[config.mk]
export PLATFORM = sky130hd
export DESIGN_NAME = spram_be_clr_flat
export DESIGN_NICKNAME = d
export VERILOG_FILES = /design/src/rtl/spram_be_clr_if.sv /design/src/rtl/spram_be_clr.sv /design/src/flat_wrapper.sv
export SDC_FILE = /design/constraint.sdc
export NUM_CORES = 1
export LEC_CHECK = 0
export CORE_UTILIZATION = 52
export CTS_CLUSTER_DIAMETER = 100
export DETAILED_ROUTE_END_ITERATION = 8
export HOLD_SLACK_MARGIN = 0.08
export PLACE_DENSITY = 0.69
export SLEW_MARGIN = 20
export SYNTH_ARGS = -nofsm -noshare
export SYNTH_HDL_FRONTEND = slang
export SYNTH_SLANG_ARGS = --single-unit
[constraint.sdc]
create_clock -name i_clk -period 5.7 [get_ports i_clk]
set_clock_uncertainty 0.15 [all_clocks]
set_input_delay 1.425 -clock i_clk [delete_from_list [all_inputs] [get_ports i_clk]]
set_output_delay 1.425 -clock i_clk [all_outputs]
set_load 0.05 [all_outputs]
[src/rtl/spram_be_clr_if.sv]
// ----------------------------------------------------------------------------
// spram_be_clr_if
// Access bus for the spram_be_clr single-port RAM.
//   master : drives en/we/be/addr/din/clr, observes dout/dvalid/busy
//   slave  : the RAM side of the same signals
// Signals:
//   en     access request          we     write qualifier (0 = read)
//   be     lane write enables      addr   word address
//   din    write data              clr    start full-memory clear (pulse)
//   dout   read data               dvalid one-cycle read-data strobe
//   busy   clear engine active
// ----------------------------------------------------------------------------
interface spram_be_clr_if #(
    parameter int unsigned DATA = 16,
    parameter int unsigned ADDR = 5,
    parameter int unsigned LANE = 8
);
    localparam int unsigned NBE = DATA / LANE;

    logic            en;
    logic            we;
    logic [NBE-1:0]  be;
    logic [ADDR-1:0] addr;
    logic [DATA-1:0] din;
    logic            clr;
    logic [DATA-1:0] dout;
    logic            dvalid;
    logic            busy;

    modport master (
        output en, we, be, addr, din, clr,
        input  dout, dvalid, busy
    );

    modport slave (
        input  en, we, be, addr, din, clr,
        output dout, dvalid, busy
    );
endinterface

[src/rtl/spram_be_clr.sv]
// ----------------------------------------------------------------------------
// spram_be_clr
// Single-port synchronous RAM with per-lane byte write enables, selectable
// read-during-write behaviour, optional output register and a clear engine
// that sweeps the whole array to zero (on request, and optionally after reset).
// Ports:
//   i_clk  clock, rising edge
//   i_rst  asynchronous active-high reset (pipeline + FSM only, not the array)
//   bus    spram_be_clr_if slave: en/we/be/addr/din/clr in, dout/dvalid/busy out
// Parameters:
//   DATA word width, ADDR address width, LANE bits per enable lane,
//   RDW_MODE 0 read-first / 1 write-first / 2 no-change,
//   OUT_REG adds a second output stage, CLR_ON_RST sweeps after reset.
// ----------------------------------------------------------------------------
module spram_be_clr #(
    parameter int unsigned DATA       = 16,
    parameter int unsigned ADDR       = 5,
    parameter int unsigned LANE       = 8,
    parameter int unsigned RDW_MODE   = 0,
    parameter int unsigned OUT_REG    = 0,
    parameter int unsigned CLR_ON_RST = 1
) (
    input logic           i_clk,
    input logic           i_rst,
    spram_be_clr_if.slave bus
);
    localparam int unsigned NBE   = DATA / LANE;
    localparam int unsigned DEPTH = 1 << ADDR;

    // Elaboration-time parameter sanity.
    if ((DATA % LANE) != 0) begin : g_bad_lane
        $error("DATA must be a multiple of LANE");
    end
    if (RDW_MODE > 2) begin : g_bad_rdw
        $error("RDW_MODE must be 0, 1 or 2");
    end

    typedef enum logic {
        StIdle,
        StClear
    } state_e;

    state_e          r_state;
    state_e          w_state_next;
    logic [ADDR-1:0] r_cnt;
    logic [ADDR-1:0] w_cnt_next;

    logic [DATA-1:0] r_mem [DEPTH];

    logic            w_busy;
    logic            w_acc;
    logic [DATA-1:0] w_old;
    logic [DATA-1:0] w_merged;
    logic            w_rd_fire;
    logic [DATA-1:0] w_rd_data;

    logic [DATA-1:0] r_dout1;
    logic            r_dv1;

    assign w_busy = (r_state == StClear);
    // The array has no reset, so gate accesses while reset is held to keep
    // its contents untouched by reset itself.
    assign w_acc  = bus.en & ~w_busy & ~i_rst;
    assign w_old  = r_mem[bus.addr];

    // Old word with the enabled lanes replaced by din.
    always_comb begin
        w_merged = w_old;
        for (int i = 0; i < int'(NBE); i++) begin
            if (bus.be[i]) begin
                w_merged[i*LANE +: LANE] = bus.din[i*LANE +: LANE];
            end
        end
    end

    // Which accepted accesses produce a result, and what data it carries.
    always_comb begin
        w_rd_fire = 1'b0;
        w_rd_data = w_old;
        if (w_acc) begin
            if (!bus.we) begin
                w_rd_fire = 1'b1;
            end else if (RDW_MODE == 0) begin
                w_rd_fire = 1'b1;
            end else if (RDW_MODE == 1) begin
                w_rd_fire = 1'b1;
                w_rd_data = w_merged;
            end
        end
    end

    // ------------------------------------------------------------------
    // Array: clear sweep has priority; user writes only when idle.
    // ------------------------------------------------------------------
    always_ff @(posedge i_clk) begin
        if (!i_rst) begin
            if (w_busy) begin
                r_mem[r_cnt] <= '0;
            end else if (w_acc && bus.we) begin
                r_mem[bus.addr] <= w_merged;
            end
        end
    end

    // ------------------------------------------------------------------
    // Clear engine FSM
    // ------------------------------------------------------------------
    always_ff @(posedge i_clk or posedge i_rst) begin
        if (i_rst) begin
            r_state <= (CLR_ON_RST != 0) ? StClear : StIdle;
            r_cnt   <= '0;
        end else begin
            r_state <= w_state_next;
            r_cnt   <= w_cnt_next;
        end
    end

    always_comb begin
        w_state_next = r_state;
        w_cnt_next   = r_cnt;
        case (r_state)
            StIdle: begin
                if (bus.clr) begin
                    w_state_next = StClear;
                    w_cnt_next   = '0;
                end
            end
            StClear: begin
                w_cnt_next = r_cnt + 1'b1;
                // Leave after the write to the top address.
                if (&r_cnt) begin
                    w_state_next = StIdle;
                end
            end
            default: begin
                w_state_next = StIdle;
            end
        endcase
    end

    // ------------------------------------------------------------------
    // Output pipeline: dout only moves on a valid result, otherwise holds.
    // ------------------------------------------------------------------
    always_ff @(posedge i_clk or posedge i_rst) begin
        if (i_rst) begin
            r_dout1 <= '0;
            r_dv1   <= 1'b0;
        end else begin
            r_dv1 <= w_rd_fire;
            if (w_rd_fire) begin
                r_dout1 <= w_rd_data;
            end
        end
    end

    if (OUT_REG != 0) begin : g_oreg
        logic [DATA-1:0] r_dout2;
        logic            r_dv2;

        always_ff @(posedge i_clk or posedge i_rst) begin
            if (i_rst) begin
                r_dout2 <= '0;
                r_dv2   <= 1'b0;
            end else begin
                r_dv2 <= r_dv1;
                if (r_dv1) begin
                    r_dout2 <= r_dout1;
                end
            end
        end

        assign bus.dout   = r_dout2;
        assign bus.dvalid = r_dv2;
    end else begin : g_noreg
        assign bus.dout   = r_dout1;
        assign bus.dvalid = r_dv1;
    end

    assign bus.busy = w_busy;

endmodule
[src/flat_wrapper.sv]
// flat-port wrapper written by rule: the top's interface ports become plain ports
module spram_be_clr_flat 
#(
    parameter int unsigned DATA       = 16,
    parameter int unsigned ADDR       = 5,
    parameter int unsigned LANE       = 8,
    parameter int unsigned RDW_MODE   = 0,
    parameter int unsigned OUT_REG    = 0,
    parameter int unsigned CLR_ON_RST = 1
)
  (i_clk, i_rst, bus_en, bus_we, bus_be, bus_addr, bus_din, bus_clr, bus_dout, bus_dvalid, bus_busy);
  spram_be_clr_if #(.DATA(DATA), .ADDR(ADDR), .LANE(LANE)) bus_i ();
  input logic i_clk;
  input logic i_rst;
  input wire logic [$bits(bus_i.en)-1:0] bus_en;
  input wire logic [$bits(bus_i.we)-1:0] bus_we;
  input wire logic [$bits(bus_i.be)-1:0] bus_be;
  input wire logic [$bits(bus_i.addr)-1:0] bus_addr;
  input wire logic [$bits(bus_i.din)-1:0] bus_din;
  input wire logic [$bits(bus_i.clr)-1:0] bus_clr;
  output wire logic [$bits(bus_i.dout)-1:0] bus_dout;
  output wire logic [$bits(bus_i.dvalid)-1:0] bus_dvalid;
  output wire logic [$bits(bus_i.busy)-1:0] bus_busy;
  assign bus_i.en = bus_en;
  assign bus_i.we = bus_we;
  assign bus_i.be = bus_be;
  assign bus_i.addr = bus_addr;
  assign bus_i.din = bus_din;
  assign bus_i.clr = bus_clr;
  assign bus_dout = bus_i.dout;
  assign bus_dvalid = bus_i.dvalid;
  assign bus_busy = bus_i.busy;
  spram_be_clr #(.DATA(DATA), .ADDR(ADDR), .LANE(LANE), .RDW_MODE(RDW_MODE), .OUT_REG(OUT_REG), .CLR_ON_RST(CLR_ON_RST)) u_core (.i_clk(i_clk), .i_rst(i_rst), .bus(bus_i));
endmodule
Word level (Yosys, flattened, before mapping)
Memories as Yosys holds them, arrays and structs flattened.
Index checks and enable logic that the tools add are counted.
Word-level totals
  register bits: 23
  memory bits (writable): 512
  bits of input ports: 28
  output and inout bits: 18
  word-level logic and storage cells: 32
  memories: 1
Memory list
  u_core.r_mem: words 32, width 16, rd ports 1, clocked after Yosys merged registers in 0, write ports 1, RTL line spram_be_clr.sv:48  | logic [DATA-1:0] r_mem [DEPTH];
Operators by class
  $add $sub $neg: 1
  eq/ne operators: 1
  multiplexer cells: 18
  bitwise logic cells: 4
  reduce and logical (&&, ||, !) cells: 3
Operator list (number)
  16-bit 2-to-1 mux: 1
  8-bit 2-to-1 mux: 2
  16-bit OR reduction: 1
  1-bit 2-to-1 mux: 11
  5-bit 2-to-1 mux: 2
  5-bit case mux with 2 select lines: 1
  5-bit by 1-bit adder with 5-bit output, second input constant: 1
  5-bit AND reduction: 1
  1-bit AND: 2
  2-bit inequality test, second input constant: 1
  1-bit NOT: 2
  1-bit case mux with 2 select lines: 1
  1-bit logical AND: 1

Logic depth before layout (Yosys ltp)
  depth in word-level cells: 10
  gate-level depth with buffers: 8
  gate-level depth less buffers: 5

Worst setup path before layout
No wires, ideal clock.
  path type: input port to flip-flop
  start: input port bus_addr[0]
  end: memory u_core.r_mem[30][0], enable pin
  library setup time: 0.388 ns
  data arrival time: 3.001 ns
  required time: 5.162 ns
  slack: 2.161 ns
  stages: 6
  path buffers: 3
  path through: buf_4 > buf_4 > buf_4 > mux2i_1 > nand2_1 > nor2_1
On the way
  cells in the longest elaborated chain, start to end: 1
RTL lines
  start, declared: RTL line flat_wrapper.sv:18  | input wire logic [$bits(bus_i.addr)-1:0] bus_addr;
  5-bit 2-to-1 mux (no source line)
  end, declared: RTL line spram_be_clr.sv:48
No other way between the ends.

Worst setup path in the final report
  start: input port bus_addr[2]
  end: memory u_core.r_mem[6][6] (data pin)
On the way
  cells in the longest elaborated chain, start to end: 3
RTL lines
  memory read 32 x 16 bit
  8-bit 2-to-1 mux: RTL line spram_be_clr.sv:70  | if (bus.be[i]) begin
  16-bit 2-to-1 mux (no source line)
No other way between the ends.

==> metrics <==
layout cells sized above 1=14.89%; clk_lat worst skew=0.58 ns; via count=11.76k; Synth Area in Adders=0.1166%; synth warn=0; total global routing overflow=0; compound-cell area share of the yosys netlist=7.100%; WL per Instance=28.83 microns; Pint=0.006878 W; DR vias/cell=6.184; first-pass GRT wire length=77,840 microns; Post-route DRC=0; grt peak-use layer=met2; Leakage=9.166 nW; GP Congestion=0.8232; FF/Latch Area=0.01595 sq mm; Mapped Nets=1,253; postcts setup bufs=0; met3 Usage GRT=3.991%; RSZ-0062 raised after global routing=no; simple-gate share of the synthesized area=3.154%; Max Slew Vio Count=0; Slew @ Worst Pin=1.022 ns; Final Non-Filler Cells=1,902; die width=205.2 microns; CP bufs+invs=2; Worst Setup End Kind=flop; pre-CTS WS=0.9903 ns; CP Data Arrival Time=4.35 ns; CTS H-tree lvls=2; M1 GR Usage=35.54%; CTS Hold Bufs=0; shortest period the worst path allows=4.253 ns; clock buffer depth=3; worst-path maximum fanout=50; Net Sw Frac=25.50%; fmax=235.1 MHz; multi-input logic area=0.005047 sq mm; Final setup viols=0; setup tns final=0 ns; CP top delay family=compound AO/OA/AOI/OAI gates; library cells used by synthesis=40; CP max stage cell=o211a_1; largest family of logic cells by synthesized area=multiplexers; Net Switching=0.002354 W; num ports=46; DR iter-0 viols=1,303; Routed Antenna Nets=0; Area Growth Syn to Fin=14.19%; largest net degree at the start of global routing=88; clock root buffer=clkbuf_16; Max-Cap Viols=0; syn avg cell area=17.55 sq um; CTS Buf Count=51; drt total wl=54,830 microns; fillcell total=2,987; setup slack after layout=1.447 ns; startpoint types=input port; proportion of synthesized area in mux cells=12.98%; Antenna diodes=0; Slew HR=31.67%; Die Y=205.2 microns; initial antenna violation count=0; CP Cell Sequence=clkdlybuf4s50_1 -> and2_2 -> buf_12 -> a22oi_1 -> a21oi_1 -> nor4_2 -> o211a_1; Hold Violations, Final=0; critical path's largest stage delay=0.77 ns; PortBufs=45; Synth Instances=1,223; Flop pwr share=50.5%; Seq cells post-synth=535; fin crit share=74.62%; row cnt=74; Logic pwr share=13.2%; core area=0.04074 sq mm; drt first pass iters=5; Max VDD drop=198.1 uV; CTS resizes=0; total global-route track usage=26.36%; clk slew on worst S/H paths=0.06 ns; Placed Instances=1,806; vias in the first global route=11.44k; clk sinks=535; nets@finish=1,357; Crit Path Category=input port to flop; Power Density=376.6 mW/mm^2; Post-Synth XOR/XNOR Area=0.04080%; Hold Path Class=flop to flop; Seq/Total Area, Yosys=74.32%; status=complete, no violations; CTS tree=yes; Clock power frac=36.3%; grt met2 use=43.48%; Synth Cell Area=0.02146 sq mm; Starting Density=52.69%; total die area=0.04209 sq mm; CP Data Required Time=5.80 ns; HPWL Detailed=31,370 microns
-- through the flow --
stage / hold slack [ns] / util, % / power, W / cell area (sq um)
3_3_place_gp: 0.3427 / 56.05 / 0.005926 / 22840
2_1_floorplan: 0.4119 / - / 0.005429 / 21460
3_5_place_dp: 0.3501 / 56.05 / 0.005955 / 22840
4_1_cts: 0.3645 / 60.17 / 0.009253 / 24510
6_report: 0.3612 / 60.17 / 0.009232 / 24510
5_1_grt: 0.3843 / 60.17 / 0.009480 / 24510
-- Yosys cell counts --
master | instances | area, sq um
inv_1 | 4 | 15.01
and3_1 | 1 | 6.260
xnor2_1 | 1 | 8.760
nand4b_1 | 1 | 8.760
and2_1 | 1 | 6.260
nor4_2 | 16 | 200.2
mux2_2 | 18 | 202.7
dfrtp_1 | 22 | 550.5
o21ai_0 | 5 | 25.02
nor4_1 | 1 | 6.260
a21oi_1 | 70 | 350.3
buf_8 | 1 | 15.01
nor2b_1 | 3 | 18.77
nor3b_2 | 1 | 12.51
buf_6 | 13 | 146.4
nand2b_1 | 22 | 137.6
o211a_1 | 16 | 160.2
nor4bb_1 | 2 | 20.02
clkbuf_4 | 2 | 15.01
nor2_2 | 1 | 6.260
edfxtp_1 | 512 | 15370
nor4b_1 | 3 | 26.28
a41oi_1 | 1 | 8.760
or3_1 | 1 | 6.260
a31oi_1 | 3 | 18.77
or2_2 | 1 | 6.260
nand3_1 | 1 | 5.000
buf_2 | 22 | 110.1
nor3_1 | 1 | 5.000
nor3b_1 | 1 | 7.510
dfstp_2 | 1 | 26.28
nor2_1 | 38 | 142.6
nand2_1 | 12 | 45.04
clkbuf_1 | 17 | 63.81
ha_1 | 2 | 25.02
buf_1 | 4 | 15.01
a22oi_1 | 128 | 960.9
nor3_2 | 1 | 10.01
buf_4 | 15 | 112.6
mux2i_1 | 258 | 2582
-- power by group through the flow --
stage / sequential, W / combinational, W / clock, W
floorplan: 0.00488 / 0.000549 / 0
global placement: 0.00473 / 0.00120 / 0
detailed placement: 0.00474 / 0.00121 / 0
CTS: 0.00466 / 0.00122 / 0.00338
global route: 0.00468 / 0.00128 / 0.00352
finish: 0.00467 / 0.00122 / 0.00335
-- cell type report --
| cell class | count | share of cell area [%] |
|---|---|---|
| Tap cell | 532 | 2.716 |
| Clock buffer | 69 | 5.850 |
| Timing Repair Buffer | 125 | 4.717 |
| Inverter | 4 | 0.06126 |
| Sequential cell | 535 | 65.08 |
| Clock inverter | 27 | 0.9852 |
| Multi-Input combinational cell | 610 | 20.59 |
-- worst paths after layout --
| path | startpoint | to | slack (ns) | depth (start not counted) |
|---|---|---|---|---|
| worst max-delay path | bus_addr[2] | u_core.r_mem[6][6] | 1.45 | 7 |
| max in group asynchronous | i_rst | u_core.bus.busy | 3.55 | 3 |
| worst min register to register | u_core.bus.dout[7] | u_core.bus.dout[7] | 0.36 | 1 |
| worst max register to register | u_core.bus.busy | u_core.r_mem[18][7] | 2.82 | 6 |
| min in group asynchronous | i_rst | u_core.bus.dout[12] | 1.14 | 2 |
| worst min-delay path | u_core.bus.dout[7] | u_core.bus.dout[7] | 0.36 | 1 |
-- placed cells by master (no fill, tap or decap), types with 4 or more instances in the layout --
cell type / synthesis / final
clkbuf_1: 17 / 9
dfrtp_1: 22 / 22
a22oi_1: 128 / 128
o21ai_0: 5 / 5
clkinv_2: 0 / 13
edfxtp_1: 512 / 512
nor2_1: 38 / 38
o211a_1: 16 / 16
clkinv_1: 0 / 7
nand2b_1: 22 / 22
mux2i_1: 258 / 258
bufinv_16: 0 / 4
clkbuf_16: 0 / 51
buf_12: 0 / 8
a21oi_1: 70 / 70
clkdlybuf4s50_1: 0 / 44
nand2_1: 12 / 12
clkbuf_8: 0 / 9
buf_4: 15 / 72
mux2_2: 18 / 18
nor4_2: 16 / 16
-- metal layers --
metal | wire length (microns) | vias to the layer above
met2 | 27000 | 538
met1 | 21980 | 6007
li1 | - | 5099
met5 | 0 | -
met4 | 1856 | 0
met3 | 3992 | 118
-- worst reg2reg max path, stage by stage (launching register included) --
cell and delay [ns]:
dfstp_2 0.74, nor3_4 0.10, buf_4 0.31, nor4b_1 0.33
a21oi_1 0.14, nor2_1 0.35, buf_4 0.40
-- cell families (layout without fill, tap and decap cells) --
group,count (synthesis),count (layout)
flip-flops,535,535
multiplexers,276,276
AO/OA/AOI/OAI,223,223
AND/OR/NAND/NOR,108,108
buffers and inverters,78,225
adder cells (fa/ha/maj),2,2
XOR/XNOR,1,1
-- flip-flops by register name (all words and copies together) (netlist names) --
name               flops
u_core.bus.dvalid      1
u_core.bus.busy        1
u_core.r_mem         512
u_core.r_cnt           5
u_core.bus.dout       16
(Power assumes the default switching activity.)
